==> src/rtl/timer_counter.sv <==
// Countdown timer peripheral on the data-side system bus.
// Three registers (CTRL, PRESET, COUNT) with byte-enabled stores, combinational
// word readback, and a level interrupt raised when the count expires.
module timer_counter (
    input  logic        clk,
    input  logic        reset,
    input  logic [1:0]  addr,
    input  logic        we,
    input  logic [3:0]  byteen,
    input  logic [31:0] wdata,
    output logic [31:0] rdata,
    output logic        irq
);

    localparam logic [1:0] OFS_CTRL   = 2'd0;
    localparam logic [1:0] OFS_PRESET = 2'd1;
    localparam logic [1:0] OFS_COUNT  = 2'd2;

    typedef enum logic [1:0] {
        IDLE = 2'd0,
        LOAD = 2'd1,
        CNT  = 2'd2,
        INT  = 2'd3
    } state_t;

    state_t      state_r;
    logic [3:0]  ctrl_r;
    logic [31:0] preset_r;
    logic [31:0] count_r;
    logic        pend_r;

    logic        wr_ctrl_s;
    logic        wr_preset_s;
    logic        one_shot_s;
    logic [3:0]  ctrl_hw_s;
    logic [3:0]  ctrl_next_s;

    // Replace each enabled byte of old_val with the matching byte of new_val.
    function automatic logic [31:0] merge_bytes(input logic [31:0] old_val,
                                                input logic [31:0] new_val,
                                                input logic [3:0]  be);
        logic [31:0] res;
        res = old_val;
        for (int i = 0; i < 4; i++) begin
            if (be[i]) begin
                res[8*i +: 8] = new_val[8*i +: 8];
            end else begin
                res[8*i +: 8] = old_val[8*i +: 8];
            end
        end
        return res;
    endfunction

    // A store only counts as a write when at least one byte lane is enabled.
    assign wr_ctrl_s   = we && (addr == OFS_CTRL)   && (byteen != 4'b0000);
    assign wr_preset_s = we && (addr == OFS_PRESET) && (byteen != 4'b0000);

    // MODE 01 is the only auto-reload encoding; everything else is one-shot.
    assign one_shot_s  = (ctrl_r[2:1] != 2'b01);

    assign irq = pend_r & ctrl_r[3];

    // Next CTRL: hardware EN clear on one-shot expiry, then software bytes on top.
    always_comb begin
        ctrl_hw_s   = ctrl_r;
        ctrl_next_s = ctrl_r;
        if ((state_r == INT) && one_shot_s) begin
            ctrl_hw_s = {ctrl_r[3:1], 1'b0};
        end else begin
            ctrl_hw_s = ctrl_r;
        end
        if (wr_ctrl_s && byteen[0]) begin
            ctrl_next_s = wdata[3:0];
        end else begin
            ctrl_next_s = ctrl_hw_s;
        end
    end

    // PRESET register: byte-merged software writes only.
    always_ff @(posedge clk or posedge reset) begin
        if (reset) begin
            preset_r <= 32'd0;
        end else if (wr_preset_s) begin
            preset_r <= merge_bytes(preset_r, wdata, byteen);
        end else begin
            preset_r <= preset_r;
        end
    end

    // Countdown FSM with CTRL, COUNT and the pending flag; a pend set outranks a software clear.
    always_ff @(posedge clk or posedge reset) begin
        if (reset) begin
            state_r <= IDLE;
            ctrl_r  <= 4'd0;
            count_r <= 32'd0;
            pend_r  <= 1'b0;
        end else begin
            ctrl_r <= ctrl_next_s;
            if (wr_ctrl_s || wr_preset_s) begin
                pend_r <= 1'b0;
            end else begin
                pend_r <= pend_r;
            end
            case (state_r)
                IDLE: begin
                    if (ctrl_r[0]) begin
                        state_r <= LOAD;
                    end else begin
                        state_r <= IDLE;
                    end
                end
                LOAD: begin
                    count_r <= preset_r;
                    state_r <= CNT;
                end
                CNT: begin
                    if (!ctrl_r[0]) begin
                        state_r <= IDLE;
                    end else if (count_r == 32'd0) begin
                        state_r <= INT;
                        pend_r  <= 1'b1;
                    end else begin
                        count_r <= count_r - 32'd1;
                    end
                end
                INT: begin
                    if (one_shot_s) begin
                        state_r <= IDLE;
                    end else begin
                        pend_r  <= 1'b0;
                        state_r <= LOAD;
                    end
                end
                default: begin
                    state_r <= IDLE;
                end
            endcase
        end
    end

    // Word readback of the addressed register; the reserved slot reads zero.
    always_comb begin
        rdata = 32'd0;
        case (addr)
            OFS_CTRL:   rdata = {28'd0, ctrl_r};
            OFS_PRESET: rdata = preset_r;
            OFS_COUNT:  rdata = count_r;
            default:    rdata = 32'd0;
        endcase
    end

endmodule

==> config.mk <==
export PLATFORM = sky130hd
export DESIGN_NAME = timer_counter
export DESIGN_NICKNAME = d
export VERILOG_FILES = /design/src/rtl/timer_counter.sv
export SDC_FILE = /design/constraint.sdc
export NUM_CORES = 1
export LEC_CHECK = 0
export CAP_MARGIN = 0
export CORE_ASPECT_RATIO = 0.6
export CORE_MARGIN = 4
export CORE_UTILIZATION = 35
export CTS_BUF_LIST = sky130_fd_sc_hd__clkbuf_4
export DETAILED_ROUTE_END_ITERATION = 6
export SETUP_SLACK_MARGIN = 0.1
export SYNTH_ARGS = -nofsm -noshare
export SYNTH_HDL_FRONTEND = slang
export SYNTH_SLANG_ARGS = --single-unit
export TNS_END_PERCENT = 100
==> constraint.sdc <==
create_clock -name clk -period 5.1 [get_ports clk]
set_input_delay 0.51 -clock clk [delete_from_list [all_inputs] [get_ports clk]]
set_output_delay 0.51 -clock clk [all_outputs]
set_load 0.01 [all_outputs]
**Word-level counts from Yosys, hierarchy flattened**

Index checks and enable logic that the tools add are counted.
Widths: inputs -> output; s select.

- Register bits: 71
- Output and inout port bits: 33

- Add/subtract/negate cells: 1
- Equality and inequality tests: 9
- Muxes and demuxes: 16
- Bitwise gates (word level): 1
- Reductions and logical operators: 18

Operators by type and width:

| cell | number |
|---|---|
| $pmux 32 s3 | 1 |
| $mux 32 | 2 |
| $pmux 32 s2 | 1 |
| $logic_not 32->1 | 1 |
| $sub 32x1->32 const B | 1 |
| $pmux 2 s4 | 1 |
| $reduce_and 2->1 | 4 |
| $mux 1 | 7 |
| $eq 2x2->1 const B | 3 |
| $logic_and 1x1->1 | 6 |
| $eq 2x1->1 const B | 2 |
| $logic_not 2->1 | 2 |
| $mux 2 | 2 |
| $mux 4 | 1 |
| $ne 2x2->1 const B | 2 |
| $reduce_bool 2->1 | 2 |
| $reduce_bool 4->1 | 1 |
| $ne 3x3->1 const B | 1 |
| $reduce_and 3->1 | 1 |
| $ne 2x1->1 const B | 1 |
| $pmux 1 s2 | 1 |
| $and 1x1->1 | 1 |
| $logic_or 1x1->1 | 1 |

**Depth between registers and ports, before layout**

Gate-level depths: netlist of run 1.

- Word-level depth: 8
- Depth in mapped cells: 9
- Mapped depth without buffers: 7

**Worst setup path before layout of run 1**

OpenSTA, ideal clock, no wires.

- Path type: flip-flop to flip-flop
- Start: reg count_r[0]
- End: reg count_r[31]
- Library setup time: 0.135 ns
- Arrival time: 2.153 ns
- Data required time: 4.965 ns
- Slack: 2.812 ns
- Stages on the path, launching flop included: 10
- Buffers on the path: 2
- Clock period less this slack: 2.288 ns
- Cells stage by stage: dfrtp_1 > inv_1 > ha_1 > or4b_4 > nor4_2 > buf_2 > nand4_1 > nand2_1 > buf_4 > o22ai_1

- Cells in the longest elaborated chain, start to end: 4

Ends and longest elaborated chain:

| item | line | RTL |
|---|---|---|
| start: declaration | 29 | `logic [31:0] count_r;` |
| start signal: assignment | 113 | `count_r <= preset_r;` |
| start signal: assignment | 123 | `count_r <= count_r - 32'd1;` |
| $sub 32x1->32 | 123 |  |
| $mux 32 | 119 | `end else if (count_r == 32'd0) begin` |
| $mux 32 | 117 | `if (!ctrl_r[0]) begin` |
| $pmux 32 s2 | 104 | `case (state_r)` |

Parallel ways exist; a longest one is shown, timed or not. The select of a mux whose other input is x is not followed.
A chain may end at the register's enable or synchronous reset.

**Final worst setup path of run 1**

- Start: in addr[0]
- End: out rdata[22]

- Cells in the longest elaborated chain, start to end: 2

Ends and longest elaborated chain:

| item | line | RTL |
|---|---|---|
| start: declaration | 7 | `input logic [1:0] addr,` |
| $eq 2x2->1, or another cell as far along | 144 | `case (addr)` |
| $pmux 32 s3 * | 144 |  |
| end: declaration | 11 | `output logic [31:0] rdata,` |

Every way passes the cells marked *; elsewhere a longest branch is shown, timed or not.

==> results of run 1 <==
==> Yosys cell counts (2+ instances only) <==
cell type and n:
a21oi_1 27, a22o_1 31, a22oi_1 4, a2bb2oi_1 2, a31oi_1 10, and3_1 2
buf_1 3, buf_2 4, buf_4 4, buf_6 2, clkbuf_1 21, dfrtp_1 71
inv_1 5, mux2_2 35, mux2i_1 4, nand2_1 26, nand2b_1 3, nand3_1 13
nand4_1 8, nor2_1 18, nor2b_1 5, nor3_1 13, nor4_1 11, nor4_2 3
nor4_4 2, o21a_1 2, o21ai_0 48, o21ai_1 2, o22ai_1 4, o31a_1 2
o31ai_1 2, o41ai_1 2, o41ai_2 2, or2_2 3, or3_1 3, or4_1 5
or4_4 2
==> report_power, final <==
part           internal [W]  total [W]  switching (W)
clock              0.000149   0.000365       0.000216
sequential         0.000757    0.00102       0.000266
combinational      0.000468    0.00106       0.000588
==> flip-flops by register name, indices dropped and copies added (netlist names) <==
| register | count |
|---|---|
| count_r | 32 |
| pend_r | 1 |
| ctrl_r | 4 |
| state_r | 2 |
| preset_r | 32 |
==> worst max-delay path, cell delays in order <==
cell	delay [ns]
clkdlybuf4s50_1	0.59
nor2b_2	0.49
buf_4	0.40
a22o_1	0.21
clkdlybuf4s50_1	0.54
==> logic make-up after synthesis <==
| family | count (synthesis) | share of synthesized area |
|---|---|---|
| buffers and inverters | 39 | 0.0441 |
| AO/OA/AOI/OAI | 148 | 0.239 |
| adder cells (fa/ha/maj) | 1 | 0.00304 |
| flip-flops | 71 | 0.431 |
| multiplexers | 39 | 0.105 |
| AND/OR/NAND/NOR | 125 | 0.177 |
==> layout make-up <==
class,count,area (um2)
clock buffers,9,67.6
clock inverters,7,73.8
fillers,1137,6310
inverters,5,18.8
multi-input cells,313,2170
flip-flops and latches,71,1780
well taps,160,200
repair buffers,82,798
==> worst max path at each step <==
stage / start / endpoint / slack, ns / cells past startpoint
6_report: addr[0] / rdata[22] / 1.84 / 5
5_1_grt: addr[0] / rdata[22] / 1.67 / 5
4_1_cts: addr[0] / rdata[31] / 1.82 / 5
3_5_place_dp: addr[0] / rdata[31] / 1.82 / 5
3_3_place_gp: addr[0] / rdata[0] / 1.86 / 6
2_1_floorplan: reset / count_r[0] / 2.79 / 1
==> through the flow <==
| stage | total power [W] | area, um2 | instances | hold WS (ns) | setup WS, ns |
|---|---|---|---|---|---|
| floorplan | 0.00172 | 4120 | 423 | 0.494 | 2.79 |
| global placement | 0.00205 | 4960 | 631 | 0.521 | 1.86 |
| detailed placement | 0.00208 | 4960 | 631 | 0.518 | 1.82 |
| CTS | 0.00245 | 5100 | 647 | 0.546 | 1.82 |
| global route | 0.00263 | 5100 | 647 | 0.569 | 1.67 |
| finish | 0.00244 | 5100 | 647 | 0.545 | 1.84 |
==> layer usage <==
layer,vias to the layer above,share of wire,global-route usage,wire [um]
met2,131,0.41,0.243,4850
met3,15,0.059,0.0479,702
met5,-,0,0,0
met4,0,0.016,0.0469,194
met1,1832,0.51,0.279,6070
li1,1744,-,-,-
==> impl_metrics.toml, run 1 <==
[clocking]
cts_resized = 0
clk_latency_ns = 0.44
cts_made_buffers = 9
cts_hold_buf = 0
cts_tree = "built"
clock-root-buffer = "clkbuf_4"
cts_sinks = 71
cts_setup_buffers = 0
htreeDepth = 3
clockBufferDepth = 2
path_clk_slew_ns = 0.12

[logic_synthesis]
synth_flop_cell = "dfrtp_1"
synthTopCellsByArea = "dfrtp_1 43%, mux2_2 9.6%, a22o_1 6.6%, o21ai_0 5.8%, a21oi_1 3.3%"
synthArstFlopShare = 1.00
yosysWarningCount = 0
synth_area_leader_cell = "dfrtp_1"
syn_inst = 423
avgSynthCellArea_um2 = 9.73
ys_seq_area_frac = 0.431
synth_edf_count = 0
synth.distinct_cells = 56
syn-num-nets = 465
ys_ff_latch = 71
netlist_area_um2 = 4120
synth.top_cell.area_share = 0.431

[floorplanning]
initial_core_util = 0.361
die_area_um2 = 13600
die_width_um = 148
rows = 30
die_h_um = 92.0
io_pins = 74
coreArea_um2 = 11400

[sta]
skew_ns = 0.0206
fmax_mhz = 307
max-slew-margin-rel = 0.335
setup_tns_ns = 0
fin_crit_ns = 3.26
finalCritPeriodShare = 0.639
setup_viol = 0
slew_violations = 0
rsz0062_at_grt = "no"
finalHoldViolations = 0
tightest_slew_ns = 0.998

[flow_run]
drv_cap = 0

[worst_setup_path]
worstPathRequired_ns = 4.59
criticalPathCategory = "in2out"
reg2reg_to = "count_r[13]"
r2r_setup_slack_ns = 2.08
worstRegToRegCells = 9
startpoint_type = "input pin"
arrival_ns = 2.75
cp_max_fo = 25
cp-end-kind = "output port"
reg2reg_from = "count_r[0]"

[global_route]
grt_usage = 0.180
grt_pass1_wl_um = 19600
antenna_found_initial = 0
grt_max_degree = 46
grt_pass1_vias = 3598
overflow = 0

[detailed_routing]
vias_per_cell = 5.75
avgRoutedWirePerCell_um = 18.3
drcViolationCount = 0
firstDrtPassIters = 5
ant_nets = 0
drt_iter0_markers = 254
totalWireLength_um = 11800
vias = 3722

[hold_path]
whs_path_depth = 1
hold_path_class = "reg2reg"
hold_start = "preset_r[3]"
hold-path-endpoint = "preset_r[3]"

[status]
status = "complete, no violations"

[layout]
nets = 524
final_common_cell = "clkdlybuf4s50_1"
drive_gt1_frac = 0.170
mostFrequentLayoutCells = "73 x clkdlybuf4s50_1, 71 x dfrtp_1, 48 x o21ai_0, 35 x mux2_2, 31 x a22o_1"
diodes = 0
utilization = 0.447
area_growth_syn_to_layout_pct = 23.9

[power_and_ir_drop]
powerDensity_nw_per_um2 = 479
p_leak_nw = 1.93
ir_worst_vdd_v = 0.000157

[placement]
place.gp.congestion = 0.805
hpwlAfterDp_um = 8350
port_buffers = 73
Note: power is estimated with default switching activity, not from simulation.
==> inputs of run 2 (changes only) <==
==> constraint.sdc (replaced) <==
create_clock -name clk -period 3.3 [get_ports clk]
set_input_delay 0.33 -clock clk [delete_from_list [all_inputs] [get_ports clk]]
set_output_delay 0.33 -clock clk [all_outputs]
set_load 0.01 [all_outputs]
==> run 2 against run 1 <==
Register-to-register slack lost 1.6 ns. Clock skew is 0.0035 ns lower. Via count up 0.38%. Die area stayed put. Wire length rose by 0.65%. Global-route usage fell by 0.13 points. Count of clock-buffer cells in the layout is 2 higher. Combinational power up 58%. Sequential cell count stayed put. Sequential share of layout area is 0.25 points lower. Critical path depth up 2. Non-clock buffer count increased by 3. Critical path type is now reg2reg. Critical endpoint is now count_r[23].
==> impl_metrics.toml, run 2 (synthesized netlist as in run 1, its figures left out) <==
[worst_setup_path]
criticalPathCategory = "reg2reg"
cp_max_fo = 14
startpoint_type = "flip-flop"
arrival_ns = 3.09
reg2reg_from = "count_r[0]"
cp.depth = 7
endpoint = "count_r[23]"
max_stage_delay_ns = 0.52
cp-end-kind = "flip-flop"
worstRegToRegCells = 7
cp_slowest_cell = "or4b_4"
r2r_setup_slack_ns = 0.52
worstPathRequired_ns = 3.62
path_cells = "inv_1 > ha_1 > or4b_4 > nor4_2 > and4_1 > nor2_2 > a22o_1"
worst-path-buf-inv = 1
cp_top_family = "simple AND/OR/NAND/NOR gates"
crit_start = "count_r[0]"
reg2reg_to = "count_r[23]"

[global_route]
overflow = 0
grt_max_degree = 39
grt_util_met2 = 0.239
grt_pass1_vias = 3625
grt_most_used_layer = "met1"
grt_pass1_wl_um = 19400
grt.met1_usage = 0.273
grt_use_met3 = 0.0514
grt_usage = 0.178
antenna_found_initial = 0

[sta]
max-slew-margin-rel = 0.445
tightest_slew_ns = 0.832
fmax_mhz = 360
finalHoldViolations = 0
finalCritPeriodShare = 0.842
whs_ns = 0.347
slew_violations = 0
setup_tns_ns = 0
setup_viol = 0
skew_ns = 0.0171
rsz0062_at_grt = "no"
fin_crit_ns = 2.78

[layout]
fillers = 1104
area_growth_syn_to_layout_pct = 24.8
mostFrequentLayoutCells = "73 x clkdlybuf4s50_1, 71 x dfrtp_1, 48 x o21ai_0, 35 x mux2_2, 31 x a22o_1"
nets = 527
fin_area_um2 = 5140
diodes = 0
reg_top3 = "count_r (32), preset_r (32), ctrl_r (4)"
final_common_cell = "clkdlybuf4s50_1"
drive_gt1_frac = 0.176
utilization = 0.450

[clocking]
cts_hold_buf = 0
cts_resized = 0
clockBufferDepth = 2
cts_sinks = 71
cts_tree = "built"
cts_made_buffers = 9
path_clk_slew_ns = 0.12
clock-root-buffer = "clkbuf_4"
clk_latency_ns = 0.43
cts_setup_buffers = 0
htreeDepth = 3

[floorplanning]
io_pins = 74
rows = 30
initial_core_util = 0.361
die_width_um = 148
die_h_um = 92.0
coreArea_um2 = 11400
die_area_um2 = 13600

[detailed_routing]
avgRoutedWirePerCell_um = 18.3
vias = 3736
drt_iter0_markers = 431
firstDrtPassIters = 5
vias_per_cell = 5.75
ant_nets = 0
totalWireLength_um = 11900
drcViolationCount = 0

[hold_path]
hold_path_class = "in2async"

[power_and_ir_drop]
p_total_w = 0.00381
ir_worst_vdd_v = 0.000258
powerDensity_nw_per_um2 = 741
p_leak_nw = 1.97

[placement]
postPlaceCellArea_um2 = 5010
hpwlAfterDp_um = 8320
place.gp.congestion = 0.844
port_buffers = 73

[flow_run]
drv_cap = 0

[status]
status = "complete, no violations"
-- run 2: cell types whose count changed in the layout (fill, tap and decap cells not counted), sizes merged --
cell	delta
buf	+3
clkbuf	+2
clkinvlp	-3
clkinv	+1
-- run 2: worst reg2reg max path: stages, from the launching register on --
cell	delay, ns
dfrtp_1	0.43
inv_1	0.12
ha_1	0.23
or4b_4	0.52
nor4_2	0.40
and4_1	0.49
nor2_2	0.24
a22o_1	0.25
-- run 2: cell type report --
| type | instances | area, um2 | area share |
|---|---|---|---|
| Multi-Input combinational cell | 313 | 2170 | 0.422 |
| Sequential cell | 71 | 1780 | 0.346 |
| Timing Repair Buffer | 85 | 846 | 0.165 |
| Tap cell | 160 | 200 | 0.0389 |
| Clock buffer | 11 | 82.6 | 0.0161 |
| Clock inverter | 5 | 48.8 | 0.00949 |
| Inverter | 5 | 18.8 | 0.00365 |
-- run 2: metrics by stage --
| step | setup slack (ns) | cells |
|---|---|---|
| floorplan | 1.01 | 423 |
| global placement | 0.680 | 634 |
| detailed placement | 0.538 | 634 |
| CTS | 0.533 | 650 |
| global route | 0.212 | 650 |
| finish | 0.522 | 650 |
-- run 2: worst min path at each step --
stage,endpoint,cells after the start,slack (ns)
after floorplan,ctrl_r[0],2,0.45
after global placement,ctrl_r[3],1,0.51
after detailed placement,ctrl_r[3],1,0.52
after CTS,preset_r[7],2,0.35
after global routing,preset_r[7],2,0.41
final,preset_r[7],2,0.35
-- run 2: metal layers --
metal,wire [um],share of wire
met5,0,0
met1,6000,0.50
met4,236,0.020
met2,4700,0.40
met3,950,0.080
-- run 2: report_power, final --
part	leakage (nW)	switching, W	total [W]	internal [W]
combinational	1.03	0.000921	0.00167	0.000745
sequential	0.864	0.000415	0.00159	0.00117
clock	0.0780	0.000315	0.000557	0.000242
==> inputs of run 3 (changes only) <==
==> constraint.sdc (replaced) <==
create_clock -name clk -period 2.7 [get_ports clk]
set_input_delay 0.27 -clock clk [delete_from_list [all_inputs] [get_ports clk]]
set_output_delay 0.27 -clock clk [all_outputs]
set_load 0.01 [all_outputs]
==> run 3 against run 2 <==
Hold slack lost 0.13 ns. Clock skew grew 0.0011 ns. Count of clock-buffer cells in the layout is the same. Final cell count grew 1.7%. Utilization grew 0.88 points. Sequential power grew 21%. Via count shrank 0.51%. First-iteration DRC count grew 12%. Register-to-register slack lost 0.31 ns. Critical endpoint is now count_r[30].
==> impl_metrics.toml, run 3 (synthesized netlist as in run 1, its figures left out) <==
[sta]
finalCritPeriodShare = 0.923
setup_tns_ns = 0
finalHoldViolations = 0
slew_violations = 0
skew_ns = 0.0183
rsz0062_at_grt = "no"
tightest_slew_ns = 0.743
whs_ns = 0.213
max-slew-margin-rel = 0.504
fmax_mhz = 401
fin_crit_ns = 2.49
setup_viol = 0

[worst_setup_path]
r2r_setup_slack_ns = 0.21
arrival_ns = 2.81
criticalPathCategory = "reg2reg"
reg2reg_from = "count_r[0]"
cp_slowest_cell = "or4b_4"
worstRegToRegCells = 8
startpoint_type = "flip-flop"
cp-end-kind = "flip-flop"
max_stage_delay_ns = 0.54
path_cells = "inv_1 > ha_1 > or4b_4 > nor4_4 > buf_4 > nand2_1 > o311ai_0 > o21ai_0"
cp_max_fo = 8
worstPathRequired_ns = 3.02
reg2reg_to = "count_r[30]"

[detailed_routing]
vias = 3717
vias_per_cell = 5.62
drt_iter0_markers = 483
ant_nets = 0
avgRoutedWirePerCell_um = 18.2
drcViolationCount = 0
totalWireLength_um = 12000
firstDrtPassIters = 5

[layout]
reg_top3 = "count_r (32), preset_r (32), ctrl_r (4)"
diodes = 0
utilization = 0.459
drive_gt1_frac = 0.198
final_common_cell = "clkdlybuf4s50_1"
instances_no_fill = 661
mostFrequentLayoutCells = "73 x clkdlybuf4s50_1, 71 x dfrtp_1, 48 x o21ai_0, 35 x mux2_2, 31 x a22o_1"
nets = 538
fillers = 1108
area_growth_syn_to_layout_pct = 27.3

[clocking]
clockBufferDepth = 2
htreeDepth = 3
cts_setup_buffers = 0
cts_sinks = 71
path_clk_slew_ns = 0.12
cts_hold_buf = 0
clock-root-buffer = "clkbuf_4"
clk_latency_ns = 0.44
cts_tree = "built"
cts_made_buffers = 9

[placement]
port_buffers = 73
dpl.cell_count = 645
hpwlAfterDp_um = 8390
place.gp.congestion = 0.876

[floorplanning]
rows = 30
coreArea_um2 = 11400
die_area_um2 = 13600
io_pins = 74
die_h_um = 92.0
initial_core_util = 0.361
die_width_um = 148

[global_route]
grt_usage = 0.181
grt_pass1_vias = 3691
grt_max_degree = 72
antenna_found_initial = 0
grt_pass1_wl_um = 19700
overflow = 0

[power_and_ir_drop]
p_total_w = 0.00476
p_leak_nw = 2.03
powerDensity_nw_per_um2 = 909
ir_worst_vdd_v = 0.000324

[status]
status = "complete, no violations"

[flow_run]
drv_cap = 0

[hold_path]
hold_path_class = "in2async"
==> run 3: cell count changes in the layout (fill, tap and decap cells not counted), sizes merged <==
cell / delta
buf: +11
==> run 3: cell type report <==
type,count,area (um2),area share
Tap cell,160,200,0.0382
Timing Repair Buffer,96,928,0.177
Clock inverter,5,48.8,0.00931
Multi-Input combinational cell,313,2180,0.417
Clock buffer,11,82.6,0.0158
Sequential cell,71,1780,0.339
Inverter,5,18.8,0.00358
==> run 3: power by group <==
group / internal (W) / switching [W]
registers: 0.00143 / 0.000486
clock network: 0.000296 / 0.000383
logic: 0.000984 / 0.00118
==> run 3: repair_timing <==
| item | in CTS | in global routing |
|---|---|---|
| resized for setup | 1 | 3 |
| setup endpoints to repair | 4 | 22 |
| pin swaps | 0 | 1 |
==> run 3: through the flow <==
step | area [um2] | setup WS (ns)
finish | 5240 | 0.208
floorplan | 4120 | 0.412
detailed placement | 5090 | 0.0510
global placement | 5090 | 0.190
CTS | 5230 | 0.136
global route | 5240 | 0.117
==> run 3: how the worst max path moves through the flow <==
stage                      startpoint           to  slack (ns)  cells after the start
after global placement     count_r[0]  count_r[15]        0.19                      7
final                      count_r[0]  count_r[30]        0.21                      8
after detailed placement   count_r[0]  count_r[15]        0.05                      7
after floorplan            count_r[0]  count_r[31]        0.41                      9
after global routing      count_r[16]  count_r[25]        0.12                      5
after CTS                  count_r[0]  count_r[23]        0.14                      7
==> run 3: worst max-delay path, delay by kind of cell, from the launching register on <==
kind	cells	cell delay, ns
buf+inv	2	0.35
fa+ha+maj	1	0.25
compound gates	2	0.48
flops	1	0.42
simple gates	3	0.88
==> run 3: per-layer routing <==
metal | up-vias | track usage | share of wire
met1 | 1801 | 0.280 | 0.52
li1 | 1768 | - | -
met4 | 0 | 0.0392 | 0.010
met5 | - | 0 | 0
met3 | 13 | 0.0479 | 0.061
met2 | 135 | 0.249 | 0.41
